--- src/rtl/counter_controller.sv ---
// Run/pause/clear controller for a two-digit cascaded counter: prescaler, digit chain and LED drive.
// Optional build macro COUNTER_CTRL_AUTOSTOP_EN adds the DONE state and the TARGET stop compare.
//
// state    | meaning
// ---------+-----------------------------------------------------------
// ST_IDLE  | reset/cleared; prescaler and digits frozen
// ST_RUN   | prescaler advancing, digits count on each prescaler wrap
// ST_PAUSE | frozen mid-period; prescaler phase kept for resume
// ST_DONE  | TARGET reached (autostop build only); only cmd_clear leaves

module counter_controller #(
   parameter int unsigned PERIOD   = 25000000,
   parameter int unsigned LIMIT_LO = 10,
   parameter int unsigned LIMIT_HI = 10,
   parameter logic [7:0]  TARGET   = 8'h59
) (
   input  logic       CLK_50M,
   input  logic       RST_N,
   input  logic       cmd_start,
   input  logic       cmd_stop,
   input  logic       cmd_clear,
   output logic [7:0] LED,
   output logic       tick,
   output logic       busy,
   output logic       done
);

   localparam logic [29:0] PRESC_MAX = 30'(PERIOD - 1);
   localparam logic [3:0]  LO_MAX    = 4'(LIMIT_LO - 1);
   localparam logic [3:0]  HI_MAX    = 4'(LIMIT_HI - 1);

`ifdef COUNTER_CTRL_AUTOSTOP_EN
   typedef enum logic [1:0] {
      ST_IDLE  = 2'd0,
      ST_RUN   = 2'd1,
      ST_PAUSE = 2'd2,
      ST_DONE  = 2'd3
   } state_t;
`else
   typedef enum logic [1:0] {
      ST_IDLE  = 2'd0,
      ST_RUN   = 2'd1,
      ST_PAUSE = 2'd2
   } state_t;
`endif

   state_t      r_state;
   logic [29:0] r_presc;
   logic [3:0]  r_lo;
   logic [3:0]  r_hi;
   logic        r_tick;

   state_t      w_state_nxt;
   logic [29:0] w_presc_nxt;
   logic [3:0]  w_lo_nxt;
   logic [3:0]  w_hi_nxt;
   logic        w_tick_nxt;
   logic        w_wrap;

   assign w_wrap = (r_presc == PRESC_MAX);

   always_ff @(posedge CLK_50M or negedge RST_N) begin
      if (!RST_N) begin
         r_state <= ST_IDLE;
         r_presc <= '0;
         r_lo    <= '0;
         r_hi    <= '0;
         r_tick  <= 1'b0;
      end else begin
         r_state <= w_state_nxt;
         r_presc <= w_presc_nxt;
         r_lo    <= w_lo_nxt;
         r_hi    <= w_hi_nxt;
         r_tick  <= w_tick_nxt;
      end
   end

   always_comb begin
      w_state_nxt = r_state;
      w_presc_nxt = r_presc;
      w_lo_nxt    = r_lo;
      w_hi_nxt    = r_hi;
      w_tick_nxt  = 1'b0;

      if (cmd_clear) begin
         w_state_nxt = ST_IDLE;
         w_presc_nxt = '0;
         w_lo_nxt    = '0;
         w_hi_nxt    = '0;
      end else begin
         case (r_state)
            ST_IDLE, ST_PAUSE: begin
               if (cmd_start)
                  w_state_nxt = ST_RUN;
            end
            ST_RUN: begin
               if (w_wrap) begin
                  w_presc_nxt = '0;
                  w_tick_nxt  = 1'b1;
                  if (r_lo == LO_MAX) begin
                     w_lo_nxt = '0;
                     w_hi_nxt = (r_hi == HI_MAX) ? 4'd0 : r_hi + 4'd1;
                  end else begin
                     w_lo_nxt = r_lo + 4'd1;
                  end
`ifdef COUNTER_CTRL_AUTOSTOP_EN
                  if ({w_hi_nxt, w_lo_nxt} == TARGET)
                     w_state_nxt = ST_DONE;
`endif
               end else begin
                  w_presc_nxt = r_presc + 30'd1;
               end
               // A count event on the stop edge still completes; reaching TARGET outranks the pause.
               if (cmd_stop && (w_state_nxt == ST_RUN))
                  w_state_nxt = ST_PAUSE;
            end
            default: w_state_nxt = r_state;
         endcase
      end
   end

   assign LED  = {r_hi, r_lo};
   assign tick = r_tick;
   assign busy = (r_state == ST_RUN);

`ifdef COUNTER_CTRL_AUTOSTOP_EN
   assign done = (r_state == ST_DONE);
`else
   logic w_unused_target;
   assign w_unused_target = ^TARGET;
   assign done = 1'b0;
`endif

endmodule

--- config.mk ---
export PLATFORM = sky130hd
export DESIGN_NAME = counter_controller
export DESIGN_NICKNAME = d
export VERILOG_FILES = /design/src/rtl/counter_controller.sv
export SDC_FILE = /design/constraint.sdc
export NUM_CORES = 1
export LEC_CHECK = 0
export BUFFER_PORTS_ARGS = -buffer_cell sky130_fd_sc_hd__buf_2
export CORE_MARGIN = 2
export CORE_UTILIZATION = 35
export DETAILED_ROUTE_END_ITERATION = 12
export SKIP_LAST_GASP = 1
export SLEW_MARGIN = 40
export SYNTH_ARGS = -nofsm -noshare
export SYNTH_HDL_FRONTEND = slang
export SYNTH_SLANG_ARGS = --single-unit
--- constraint.sdc ---
create_clock -name CLK_50M -period 2.73 [get_ports CLK_50M]
set_input_delay 0.273 -clock CLK_50M [delete_from_list [all_inputs] [get_ports CLK_50M]]
set_output_delay 0.273 -clock CLK_50M [all_outputs]
set_load 0.01 [all_outputs]
==> results.yml <==
clock_tree:
  cts_buffers: 5
  cts_tree: "done"
  root_buffer: "clkbuf_8"
  cts.htree.levels: 2
  clock-sinks: 41
  cts_buffer_depth: 2
  cts_resized: 0
  path_clk_slew_ns: 0.08
  clock_latency_ns: 0.29
drt:
  vias: 1915
  dr.pass1.iters: 4
  antenna_left: 0
  drt_wl_total_mm: 5.14
  vias_per_cell: 5.46
  drc: 0
  wl_per_cell_um: 14.6
  drt_iter0_drc: 93
pwr:
  powerDensity_nw_per_um2: 409
  power.static_leakage_nw: 1.08
  vdd_ir_drop_max_mv: 0.137
placed_design:
  post-place-ws_ns: 0.625
  numPortBuffers: 14
  place_hpwl_mm: 3.68
  gp_congestion: 0.790
critical_path:
  setup.worst_path.start_class: "flip-flop"
  critical_path_arrival_ns: 2.38
  crit_path_max_fanout: 5
  crit_type: "reg -> reg"
  end_kind: "flip-flop"
  critPathRequiredTime_ns: 2.93
  startpoint: "r_presc[0]"
  worstReg2RegStart: "r_presc[0]"
die:
  die-area_sq_um: 7610
  rows: 30
  start_util: 0.359
  core-area_sq_um: 6760
  die_h_um: 87.2
  io_pins: 16
  dieWidth_um: 87.2
synth:
  ys_seq_elements: 41
  netlist_area_sq_um: 2420
  synth_cell_types: 57
  synth_flop_cell: "dfrtp_1"
  synthMostInstantiatedCell: "dfrtp_1"
  synthesis.area_per_instance_sq_um: 9.47
  synth_top_area_cell: "dfrtp_1"
  ys_seq_area_frac: 0.423
  synth_cells: 256
  synthTopCellsByCount: "dfrtp_1, nor2_1, nand2_1, nand3_1, xnor2_1"
  netlist.area_leader.share: 0.423
  yosys-top-cells-area: "dfrtp_1, nor2_1, xnor2_1"
  async_reset_ff_frac: 1.00
  syn_nets: 266
  ys_warn_count: 0
  synth_edf_count: 0
grt:
  antenna_found_initial: 0
  grt.total_usage: 0.145
  grt_max_degree: 42
  grt-ovfl-total: 0
  grt_pass1_vias: 1782
  grt_pass1_wl_mm: 8.77
timing:
  post-route-min-period_ns: 2.18
  relSlewSlack: 0.551
  setup_viol: 0
  clock.fmax_mhz: 459
  fin_crit_sh: 0.798
  setup_tns_ns: 0
  rsz0062_at_grt: "false"
  worstMarginPinSlew_ns: 0.672
  final_hold_viol_count: 0
  report.final.slew_viol_count: 0
  fin_skew_ns: 0.00954
  setup_slack_ns: 0.552
layout:
  fin_util: 0.389
  nets: 281
  area_growth_pct: 8.57
  drive_gt1_frac: 0.140
  n_antenna_cell: 0
run_status:
  status: "completed"
min_path:
  holdCritPathClass: "in -> reg"
  holdCritStartpoint: "cmd_stop"
job:
  maxCapViolCount: 0
==> state kept, by name (all words and copies together), names as in the netlist <==
register and cells:
tick 1, r_hi 4, r_state 2, r_lo 4, r_presc 30
==> through the flow <==
step	power [mW]	instances	hold slack (ns)	instance area, sq um
final	1.08	351	0.170	2630
after global placement	0.690	343	0.459	2530
after global routing	1.12	351	0.192	2630
after detailed placement	0.692	343	0.293	2530
after floorplan	0.667	256	-0.0226	2420
after CTS	1.09	351	0.167	2630
==> critical path: stages, from the launching register on <==
cell and delay [ns]:
dfrtp_1 0.42, ha_1 0.30, nand2_1 0.14, nor4_2 0.50, nand3_1 0.22, or3_1 0.34, a21oi_1 0.17
==> power breakdown <==
| part | switching (mW) | internal [mW] | total, mW |
|---|---|---|---|
| clock | 0.196 | 0.201 | 0.396 |
| combinational | 0.0467 | 0.0158 | 0.0625 |
| sequential | 0.00552 | 0.612 | 0.618 |
==> layout make-up <==
| class | count | area, sq um |
|---|---|---|
| well taps | 80 | 100 |
| clock buffers | 7 | 86.3 |
| repair buffers | 17 | 97.6 |
| inverters | 7 | 26.3 |
| flip-flops and latches | 41 | 1030 |
| fillers | 697 | 4130 |
| multi-input cells | 199 | 1290 |
==> layout by cell type (no fill, tap or decap), drive strengths merged, types with 6 or more instances in the layout <==
cell type,count
buf,16
xor2,10
nor3,8
inv,6
nand4,11
a21oi,7
xnor2,13
o21ai,8
nand3,17
nor2,40
nor4,9
nand2,20
mux2i,6
dfrtp,41
clkbuf,7
==> repair_timing <==
action                                 in CTS  in global routing
endpoints found under the hold margin      41                  0
setup buffers                               0                  0
hold buffers                                1                  0
==> kinds of logic (layout without fill, tap and decap cells) <==
group	Yosys count	count (layout)	share of synthesized area
AO/OA/AOI/OAI	27	27	0.0769
XOR/XNOR	23	23	0.0831
other	1	1	0.00155
buffers and inverters	16	31	0.0423
adder cells (fa/ha/maj)	5	5	0.0258
AND/OR/NAND/NOR	137	137	0.322
flip-flops	41	41	0.423
multiplexers	6	6	0.0248
==> worst paths after layout <==
kind | end | slack [ns] | cells after the start
max reg2reg | r_presc[24] | 0.55 | 6
max | r_presc[24] | 0.55 | 6
min reg2reg | r_state[1] | 0.56 | 2
min | r_state[0] | 0.17 | 2
min in group asynchronous | r_state[1] | 0.50 | 2
max in group asynchronous | r_presc[18] | 1.86 | 2
==> metal layers <==
metal	up-vias	global-route usage	routed length, um
met4	0	0.0336	40
met1	915	0.204	2550
li1	943	-	-
met3	10	0.0332	171
met2	47	0.226	2380
met5	-	0	0
No activity file was read; power rests on OpenSTA's default activity.
